File: config.mk
export PLATFORM = sky130hd
export DESIGN_NAME = rx_uart
export DESIGN_NICKNAME = d
export VERILOG_FILES = /design/src/rtl/uart_pkg.sv /design/src/rtl/sync_2ff.sv /design/src/rtl/rx_uart.sv
export SDC_FILE = /design/constraint.sdc
export NUM_CORES = 1
export LEC_CHECK = 0
export BUFFER_PORTS_ARGS = -buffer_cell sky130_fd_sc_hd__buf_2
export CAP_MARGIN = 5
export CORE_MARGIN = 2
export CORE_UTILIZATION = 45
export CTS_CLUSTER_SIZE = 20
export DETAILED_ROUTE_END_ITERATION = 10
export REMOVE_ABC_BUFFERS = 1
export SLEW_MARGIN = 20
export SYNTH_ARGS = -nofsm -noshare
export SYNTH_HDL_FRONTEND = slang
export SYNTH_SLANG_ARGS = --single-unit
File: constraint.sdc
create_clock -name clk -period 2.5 [get_ports clk]
set_input_delay 0.5 -clock clk [delete_from_list [all_inputs] [get_ports clk]]
set_output_delay 0.5 -clock clk [all_outputs]
set_load 0.02 [all_outputs]
File: src/rtl/uart_pkg.sv
// uart_pkg: definitions shared by the UART receiver and transmitter.
//   uart_state_e   frame FSM states (IDLE/START/DATA/PARITY/STOP)
//   PARITY_*       parity mode selector values
//   ERR_*          error-code bits reported alongside rx_err
//   parity_bad()   parity check of a received frame
package uart_pkg;

  typedef enum logic [2:0] {
    ST_IDLE   = 3'd0,
    ST_START  = 3'd1,
    ST_DATA   = 3'd2,
    ST_PARITY = 3'd3,
    ST_STOP   = 3'd4
  } uart_state_e;

  localparam int PARITY_NONE = 0;
  localparam int PARITY_ODD  = 1;
  localparam int PARITY_EVEN = 2;

  localparam logic [1:0] ERR_FRAME  = 2'b01;
  localparam logic [1:0] ERR_PARITY = 2'b10;

  // data_xor is the XOR of all data bits, par_bit the received parity bit.
  // Odd parity expects the total count of ones to be odd, even expects it even.
  function automatic logic parity_bad(input logic data_xor, input logic par_bit,
                                      input int mode);
    case (mode)
      PARITY_ODD:  return ~(data_xor ^ par_bit);
      PARITY_EVEN: return data_xor ^ par_bit;
      default:     return 1'b0;
    endcase
  endfunction

endpackage

File: src/rtl/sync_2ff.sv
// sync_2ff: two-flop synchroniser for a single asynchronous bit.
//   clk    in  system clock
//   rst_n  in  asynchronous active-low reset
//   d_i    in  asynchronous input
//   q_o    out synchronised output (RST_VAL while in reset)
module sync_2ff #(
  parameter logic RST_VAL = 1'b1
) (
  input  logic clk,
  input  logic rst_n,
  input  logic d_i,
  output logic q_o
);

  logic meta_q;

  always_ff @(posedge clk or negedge rst_n) begin
    if (!rst_n) begin
      meta_q <= RST_VAL;
      q_o    <= RST_VAL;
    end else begin
      meta_q <= d_i;
      q_o    <= meta_q;
    end
  end

endmodule

File: src/rtl/rx_uart.sv
// rx_uart: serial UART receiver (start bit, BIT_MAX data bits LSB-first,
// optional parity bit, one stop bit).
//   clk          in  system clock
//   rst          in  asynchronous active-low reset
//   rx           in  serial line, asynchronous, idles high
//   rx_data      out last good byte, held until the next good frame
//   rx_valid     out 1-cycle pulse: rx_data updated
//   rx_err       out 1-cycle pulse: frame rejected
//   rx_err_code  out {parity error, framing error}, meaningful while rx_err=1
//   rx_busy      out high from start-edge detection until return to idle
module rx_uart
  import uart_pkg::*;
#(
  parameter int BPS_MAX = 5208,
  parameter int BIT_MAX = 8,
  parameter int PARITY  = 0
) (
  input  logic               clk,
  input  logic               rst,
  input  logic               rx,
  output logic [BIT_MAX-1:0] rx_data,
  output logic               rx_valid,
  output logic               rx_err,
  output logic [1:0]         rx_err_code,
  output logic               rx_busy
);

  localparam int CW = $clog2(BPS_MAX);
  localparam logic [CW-1:0] BPS_LAST = CW'(BPS_MAX - 1);
  localparam logic [CW-1:0] BPS_HALF = CW'(BPS_MAX / 2 - 1);
  localparam logic [3:0]    BIT_LAST = 4'(BIT_MAX - 1);

  logic               rx_s;
  logic               rx_prev_q;
  logic               fall;
  uart_state_e        state_q, state_d;
  logic [CW-1:0]      bps_q, bps_d;
  logic [3:0]         bit_q, bit_d;
  logic [BIT_MAX-1:0] shift_q, shift_d;
  logic               par_err_q, par_err_d;
  logic [BIT_MAX-1:0] data_q, data_d;
  logic               valid_q, valid_d;
  logic               err_q, err_d;
  logic [1:0]         code_q, code_d;
  logic               busy_q, busy_d;
  logic               bps_tick;
  logic               half_tick;

  sync_2ff #(.RST_VAL(1'b1)) u_sync (
    .clk   (clk),
    .rst_n (rst),
    .d_i   (rx),
    .q_o   (rx_s)
  );

  assign fall      = !rx_s && rx_prev_q;
  assign bps_tick  = (bps_q == BPS_LAST);
  assign half_tick = (bps_q == BPS_HALF);

  always_comb begin
    state_d   = state_q;
    bit_d     = bit_q;
    shift_d   = shift_q;
    par_err_d = par_err_q;
    data_d    = data_q;
    valid_d   = 1'b0;
    err_d     = 1'b0;
    code_d    = 2'b00;
    busy_d    = busy_q;

    case (state_q)
      ST_IDLE: begin
        if (fall) begin
          state_d   = ST_START;
          busy_d    = 1'b1;
          bit_d     = 4'd0;
          par_err_d = 1'b0;
        end
      end
      ST_START: begin
        // Mid start bit: a line already back high was only a glitch.
        if (half_tick) begin
          if (!rx_s) begin
            state_d = ST_DATA;
          end else begin
            state_d = ST_IDLE;
            busy_d  = 1'b0;
          end
        end
      end
      ST_DATA: begin
        // Shifting in from the top leaves the first (LSB) bit at bit 0.
        if (bps_tick) begin
          shift_d = {rx_s, shift_q[BIT_MAX-1:1]};
          bit_d   = bit_q + 4'd1;
          if (bit_q == BIT_LAST) begin
            state_d = (PARITY != PARITY_NONE) ? ST_PARITY : ST_STOP;
          end
        end
      end
      ST_PARITY: begin
        if (bps_tick) begin
          par_err_d = parity_bad(^shift_q, rx_s, PARITY);
          state_d   = ST_STOP;
        end
      end
      ST_STOP: begin
        // Leave at mid stop bit so a back-to-back start edge is not missed.
        if (bps_tick) begin
          state_d = ST_IDLE;
          busy_d  = 1'b0;
          if (rx_s && !par_err_q) begin
            data_d  = shift_q;
            valid_d = 1'b1;
          end else begin
            err_d  = 1'b1;
            code_d = (par_err_q ? ERR_PARITY : 2'b00) | (!rx_s ? ERR_FRAME : 2'b00);
          end
        end
      end
      default: begin
        state_d = ST_IDLE;
        busy_d  = 1'b0;
      end
    endcase

    // Bit timer restarts on every state entry and sits at zero while idle.
    if (state_q == ST_IDLE || state_d != state_q || bps_tick) begin
      bps_d = '0;
    end else begin
      bps_d = bps_q + CW'(1);
    end
  end

  always_ff @(posedge clk or negedge rst) begin
    if (!rst) begin
      state_q   <= ST_IDLE;
      rx_prev_q <= 1'b1;
      bps_q     <= '0;
      bit_q     <= 4'd0;
      shift_q   <= '0;
      par_err_q <= 1'b0;
      data_q    <= '0;
      valid_q   <= 1'b0;
      err_q     <= 1'b0;
      code_q    <= 2'b00;
      busy_q    <= 1'b0;
    end else begin
      state_q   <= state_d;
      rx_prev_q <= rx_s;
      bps_q     <= bps_d;
      bit_q     <= bit_d;
      shift_q   <= shift_d;
      par_err_q <= par_err_d;
      data_q    <= data_d;
      valid_q   <= valid_d;
      err_q     <= err_d;
      code_q    <= code_d;
      busy_q    <= busy_d;
    end
  end

  assign rx_data     = data_q;
  assign rx_valid    = valid_q;
  assign rx_err      = err_q;
  assign rx_err_code = code_q;
  assign rx_busy     = busy_q;

endmodule

==> results.py, run 1 <==
metrics = {
    "routing": {
        "first_pass_iters": 4,
        "ant_nets": 0,
        "post_drt_via_cell_ratio": 5.44,
        "drt_iter0_markers": 86,
        "num_vias": 1279,
        "routed_wl_um": 3340,
        "drc_errors": 0,
        "wl_per_cell_um": 14.2,
    },
    "critical_path": {
        "cp.depth": 5,
        "regToRegStartpoint": "bps_q[0]",
        "crit_path_end": "rx_data[1]",
        "r2r_end": "rx_data[1]",
        "rrSetupSlack_ns": 0.35,
        "crit_path_max_fanout": 9,
        "crit_arrival_ns": 2.33,
        "critPathSlowestCell": "or3_1",
        "required_ns": 2.68,
        "crit_family": "simple AND/OR/NAND/NOR gates",
        "cpPeakStageDelay_ns": 0.59,
        "startpoint_type": "flip-flop",
        "path_cells": "ha_1, nor3b_2, nand4_2, or3_1, mux2_4",
        "end_kind": "flip-flop",
        "worstSetupPathType": "reg2reg",
        "crit_buf_inv": 0,
        "startpoint": "bps_q[0]",
        "r2r_cells": 5,
    },
    "logic_synthesis": {
        "synthTopCellsByArea": "dfrtp_1 50%, mux2_4 6.2%, dfstp_2 4.1%",
        "synth-compound-area-share_pct": 6.45,
        "synth_area_um2": 1940,
        "synthMuxAreaShare_pct": 10.8,
        "synthAdderAreaFrac_pct": 1.29,
        "synth_edf_count": 0,
        "synth-xor-area-share_pct": 4.96,
        "yosysMostFrequentCell": "dfrtp_1",
        "synth_top_area_cell": "dfrtp_1",
        "yosys_warnings": 0,
        "synth-simple-area-share_pct": 18.6,
        "synth_common_cells": "39 x dfrtp_1, 12 x nand3_1, 10 x nand2_1",
        "synth_top_family_by_area": "simple AND/OR/NAND/NOR gates",
        "syn_inst": 165,
        "synth-seq-cells": 42,
        "async_flop_share_pct": 100,
        "synth_ff_type": "dfrtp_1",
        "ys_types": 41,
        "synth_area_per_cell_um2": 11.8,
        "synth-seq-area-share_pct": 54.4,
        "synth_top_area_share_pct": 50.3,
    },
    "final_layout": {
        "fin_nets": 189,
        "multiInputGateArea_um2": 821,
        "syn2layout_area_growth_pct": 12.0,
        "seq_area_um2": 1050,
        "nFillCells": 351,
        "drive_above_1_share_pct": 25.4,
        "n_antenna_cell": 0,
    },
    "cts": {
        "htreeDepth": 2,
        "max-clock-path-buffers": 2,
        "cts_tree": "yes",
        "insertion_delay_ns": 0.29,
        "post_cts_resized": 0,
        "numCtsBuffers": 5,
        "cts.hold.buffers_added": 0,
        "cts_setup_buffers": 0,
        "cts-root-buf": "clkbuf_8",
        "clock_sinks": 42,
        "path_clk_slew_ns": 0.08,
    },
    "global_route": {
        "grt_use_met3_pct": 4.36,
        "grt_max_degree": 43,
        "grtUsageTotal_pct": 15.7,
        "grt_pass1_vias": 1296,
        "grt_overflow": 0,
        "grt_pass1_wl_um": 6070,
        "grt-busiest-layer": "met2",
        "antenna_found_initial": 0,
        "use_met2_pct": 24.5,
        "gr-usage-met1_pct": 20.8,
    },
    "sta": {
        "finalCriticalPeriod_ns": 2.15,
        "setup_violations": 0,
        "finalHoldWorstSlack_ns": 0.304,
        "rsz0062_at_grt": "no",
        "max_freq_mhz": 466,
        "finalCritPeriodShare_pct": 85.9,
        "max_slew_margin_pct": 40.6,
        "hold_viol_final": 0,
        "worst_pin_slew_ns": 0.890,
        "tns_ns": 0,
        "fin_worst_skew_ns": 0.00513,
        "slew_viol_final": 0,
    },
    "floorplanning": {
        "core_region_area_um2": 4090,
        "rows": 23,
        "boundaryPins": 16,
        "die_x_um": 69.7,
        "dieArea_um2": 4850,
        "initial_core_util_pct": 47.5,
        "die_height_um": 69.7,
    },
    "power": {
        "peakVddDrop_v": 0.000360,
        "p_sw_uw": 359,
        "clockPowerShare_pct": 36.2,
        "p_leak_nw": 1.07,
        "internal_power_mw": 1.08,
        "seq_power_share_pct": 53.2,
        "p_per_area_nw_per_um2": 661,
        "combinationalPowerShare_pct": 10.6,
        "swShare_pct": 25.0,
    },
    "worst_hold_path": {
        "hold_depth": 1,
        "hp-class": "in2reg",
    },
    "flow_run": {
        "cap_violations": 0,
    },
    "place": {
        "place_congestion": 0.806,
        "dpl.hpwl_um": 2330,
        "numPortBuffers": 14,
    },
    "run_status": {
        "outcome": "finished, final reports clean",
    },
}
==> per-layer routing <==
metal | up-vias | share of wire (%)
met5 | - | 0
met4 | 0 | 2.2
met3 | 8 | 3.4
met2 | 18 | 47
met1 | 627 | 47
li1 | 626 | -
==> state kept, by name, summed over array words and instances (netlist names) <==
name           cells
shift_q            8
state_q            3
bps_q             13
u_sync.meta_q      1
rx_err             1
rx_busy            1
rx_data            8
bit_q              4
rx_valid           1
rx_prev_q          1
u_sync.q_o         1
==> placed cells by master (no fill, tap or decap), drive strengths merged, types with 2 or more instances in the layout <==
cell | synthesis | layout
inv | 7 | 7
o211ai | 3 | 3
nand2 | 10 | 10
o21ai | 4 | 4
nor3 | 9 | 9
clkinv | 0 | 2
buf | 4 | 18
o311ai | 2 | 2
nor2 | 8 | 8
clkbuf | 2 | 5
or3 | 2 | 2
ha | 2 | 2
a21oi | 3 | 3
nand3 | 12 | 12
nor3b | 5 | 5
xnor2 | 5 | 5
xor2 | 6 | 6
and4 | 3 | 3
mux2 | 15 | 15
and3 | 3 | 3
nand4 | 4 | 4
dfrtp | 39 | 39
dfstp | 3 | 3
nor2b | 2 | 2
==> power groups by stage <==
stage          Combinational, mW  Sequential [mW]  Clock (mW)
2_1_floorplan              0.108            0.766           0
3_3_place_gp               0.150            0.774           0
3_5_place_dp               0.153            0.777           0
4_1_cts                    0.155            0.764       0.533
5_1_grt                    0.179            0.778       0.564
6_report                   0.152            0.765       0.519
==> cell type report <==
cell class / instances / area share (%)
Tap cell: 50 / 2.88
Multi-Input combinational cell: 110 / 37.8
Sequential cell: 42 / 48.5
Clock buffer: 5 / 3.17
Timing Repair Buffer: 18 / 4.61
Clock inverter: 3 / 1.84
Inverter: 7 / 1.21
==> cell families after synthesis <==
| family | count (synthesis) |
|---|---|
| multiplexers | 16 |
| AND/OR/NAND/NOR | 63 |
| flip-flops | 42 |
| adder cells (fa/ha/maj) | 2 |
| buffers and inverters | 13 |
| AO/OA/AOI/OAI | 17 |
| XOR/XNOR | 11 |
| other | 1 |
==> stage by stage <==
stage                     worst slack [ns]  power, mW  area (µm²)  cells  utilization, %
final                                0.353       1.44        2170    235            53.2
after global routing                 0.184       1.52        2170    235            53.2
after CTS                            0.340       1.45        2170    235            53.2
after detailed placement             0.352      0.931        2060    227            50.5
after global placement               0.422      0.923        2060    227            50.5
after floorplan                      0.334      0.874        1900    159               -
==> worst min-delay path by stage <==
| stage | from | to |
|---|---|---|
| global route | rx | u_sync.meta_q |
| finish | rx | u_sync.meta_q |
| detailed placement | u_sync.meta_q | u_sync.q_o |
| floorplan | rst | bit_q[0] |
| global placement | u_sync.meta_q | u_sync.q_o |
| CTS | rx | u_sync.meta_q |
==> worst reg2reg max path, cell delays in order (launching register included) <==
cell,delay (ns)
dfrtp_1,0.40
ha_1,0.25
nor3b_2,0.29
nand4_2,0.14
or3_1,0.59
mux2_4,0.38
No activity file was read; power rests on OpenSTA's default activity.
==> inputs of run 2 (changes only) <==
==> constraint.sdc (replaced) <==
create_clock -name clk -period 2.31 [get_ports clk]
set_input_delay 0.462 -clock clk [delete_from_list [all_inputs] [get_ports clk]]
set_output_delay 0.462 -clock clk [all_outputs]
set_load 0.02 [all_outputs]
==> results.py, run 2 (synthesis gave the netlist of run 1 again) <==
metrics = {
    "floorplanning": {
        "rows": 23,
        "boundaryPins": 16,
        "dieArea_um2": 4850,
        "initial_core_util_pct": 47.5,
        "core_region_area_um2": 4090,
        "die_height_um": 69.7,
        "die_x_um": 69.7,
    },
    "final_layout": {
        "n_antenna_cell": 0,
        "largest_reg_flops": 13,
        "regMostFlops": "bps_q",
        "fin_nets": 189,
        "final_cell_mix": "39 x dfrtp_1, 14 x buf_2, 12 x nand3_1",
        "drive_above_1_share_pct": 25.4,
        "syn2layout_area_growth_pct": 13.7,
        "final_common_cell": "dfrtp_1",
    },
    "global_route": {
        "grt_pass1_vias": 1303,
        "grt_overflow": 0,
        "grtUsageTotal_pct": 15.3,
        "antenna_found_initial": 0,
        "grt_pass1_wl_um": 5970,
        "grt_max_degree": 43,
    },
    "sta": {
        "tns_ns": 0,
        "max_freq_mhz": 464,
        "worst_pin_slew_ns": 0.913,
        "hold_viol_final": 0,
        "max_slew_margin_pct": 39.2,
        "setup_ws_ns": 0.154,
        "finalCritPeriodShare_pct": 93.3,
        "finalCriticalPeriod_ns": 2.16,
        "fin_worst_skew_ns": 0.00393,
        "slew_viol_final": 0,
        "setup_violations": 0,
        "finalHoldWorstSlack_ns": 0.266,
        "rsz0062_at_grt": "no",
    },
    "cts": {
        "post_cts_resized": 0,
        "path_clk_slew_ns": 0.08,
        "cts_setup_buffers": 0,
        "cts_tree": "yes",
        "clock_sinks": 42,
        "max-clock-path-buffers": 2,
        "cts-root-buf": "clkbuf_8",
        "numCtsBuffers": 5,
        "htreeDepth": 2,
        "insertion_delay_ns": 0.29,
        "cts.hold.buffers_added": 0,
    },
    "critical_path": {
        "end_kind": "flip-flop",
        "cpPeakStageDelay_ns": 0.59,
        "crit_arrival_ns": 2.34,
        "worstSetupPathType": "reg2reg",
        "critPathSlowestCell": "or3_1",
        "path_cells": "ha_1, nor3b_2, nand4_2, or3_1, mux2_4",
        "startpoint_type": "flip-flop",
        "required_ns": 2.49,
        "crit_path_max_fanout": 9,
    },
    "power": {
        "p_per_area_nw_per_um2": 768,
        "swShare_pct": 22.8,
        "internal_power_mw": 1.31,
        "clockPowerShare_pct": 41.5,
        "power_mw": 1.69,
        "seq_power_share_pct": 48.7,
        "p_sw_uw": 386,
        "p_leak_nw": 1.08,
        "peakVddDrop_v": 0.000339,
        "combinationalPowerShare_pct": 9.8,
    },
    "worst_hold_path": {
        "hp-class": "in2reg",
    },
    "routing": {
        "ant_nets": 0,
        "first_pass_iters": 4,
        "num_vias": 1307,
        "routed_wl_um": 3440,
        "post_drt_via_cell_ratio": 5.56,
        "drc_errors": 0,
        "drt_iter0_markers": 55,
        "wl_per_cell_um": 14.6,
    },
    "place": {
        "post-place-ws_ns": 0.165,
        "numPortBuffers": 14,
        "place_congestion": 0.798,
        "dpl.hpwl_um": 2400,
    },
    "flow_run": {
        "cap_violations": 0,
    },
    "run_status": {
        "outcome": "finished, final reports clean",
    },
}
run 2: final timing paths:
| path | start | slack [ns] | depth (start not counted) | endpoint |
|---|---|---|---|---|
| max in group asynchronous | rst | 1.43 | 1 | state_q[2] |
| min in group asynchronous | rst | 0.30 | 1 | rx_data[2] |
| worst max-delay path | bps_q[0] | 0.15 | 5 | rx_data[0] |
| worst min-delay path | rx | 0.27 | 1 | u_sync.meta_q |
| worst min register to register | u_sync.meta_q | 0.36 | 0 | u_sync.q_o |
| worst max register to register | bps_q[0] | 0.15 | 5 | rx_data[0] |
run 2: stage by stage:
| step | instance area, µm² | util, % | std cells |
|---|---|---|---|
| 2_1_floorplan | 1900 | - | 159 |
| 3_3_place_gp | 2060 | 50.5 | 227 |
| 3_5_place_dp | 2060 | 50.5 | 227 |
| 4_1_cts | 2210 | 54.0 | 235 |
| 5_1_grt | 2210 | 54.0 | 235 |
| 6_report | 2210 | 54.0 | 235 |
run 2: final cells by class:
type                            count  area (µm²)
Multi-Input combinational cell    110         821
Clock inverter                      2        60.1
Timing Repair Buffer               18         100
Clock buffer                        6        82.6
Tap cell                           50        62.6
Sequential cell                    42        1050
Fill cell                         366        1880
Inverter                            7        26.3
run 2: power groups by stage:
| stage | logic (mW) | registers (mW) | clock network [mW] |
|---|---|---|---|
| after global routing | 0.192 | 0.838 | 0.756 |
| after CTS | 0.168 | 0.825 | 0.719 |
| final | 0.166 | 0.825 | 0.703 |
| after floorplan | 0.117 | 0.829 | 0 |
| after detailed placement | 0.166 | 0.840 | 0 |
| after global placement | 0.162 | 0.837 | 0 |
run 2: critical path, delay by kind of cell, from the launching register on:
kind | cells | cell delay [ns]
adder cells (fa/ha/maj) | 1 | 0.25
multiplexers | 1 | 0.38
flip-flops | 1 | 0.40
AND/OR/NAND/NOR | 3 | 1.03
run 2: per-layer routing:
metal  global-route usage, %  part of all wire [%]
met2                    24.0                    47
met4                    6.41                   1.7
met1                    20.1                    48
met3                    3.92                   3.6
met5                       0                     0
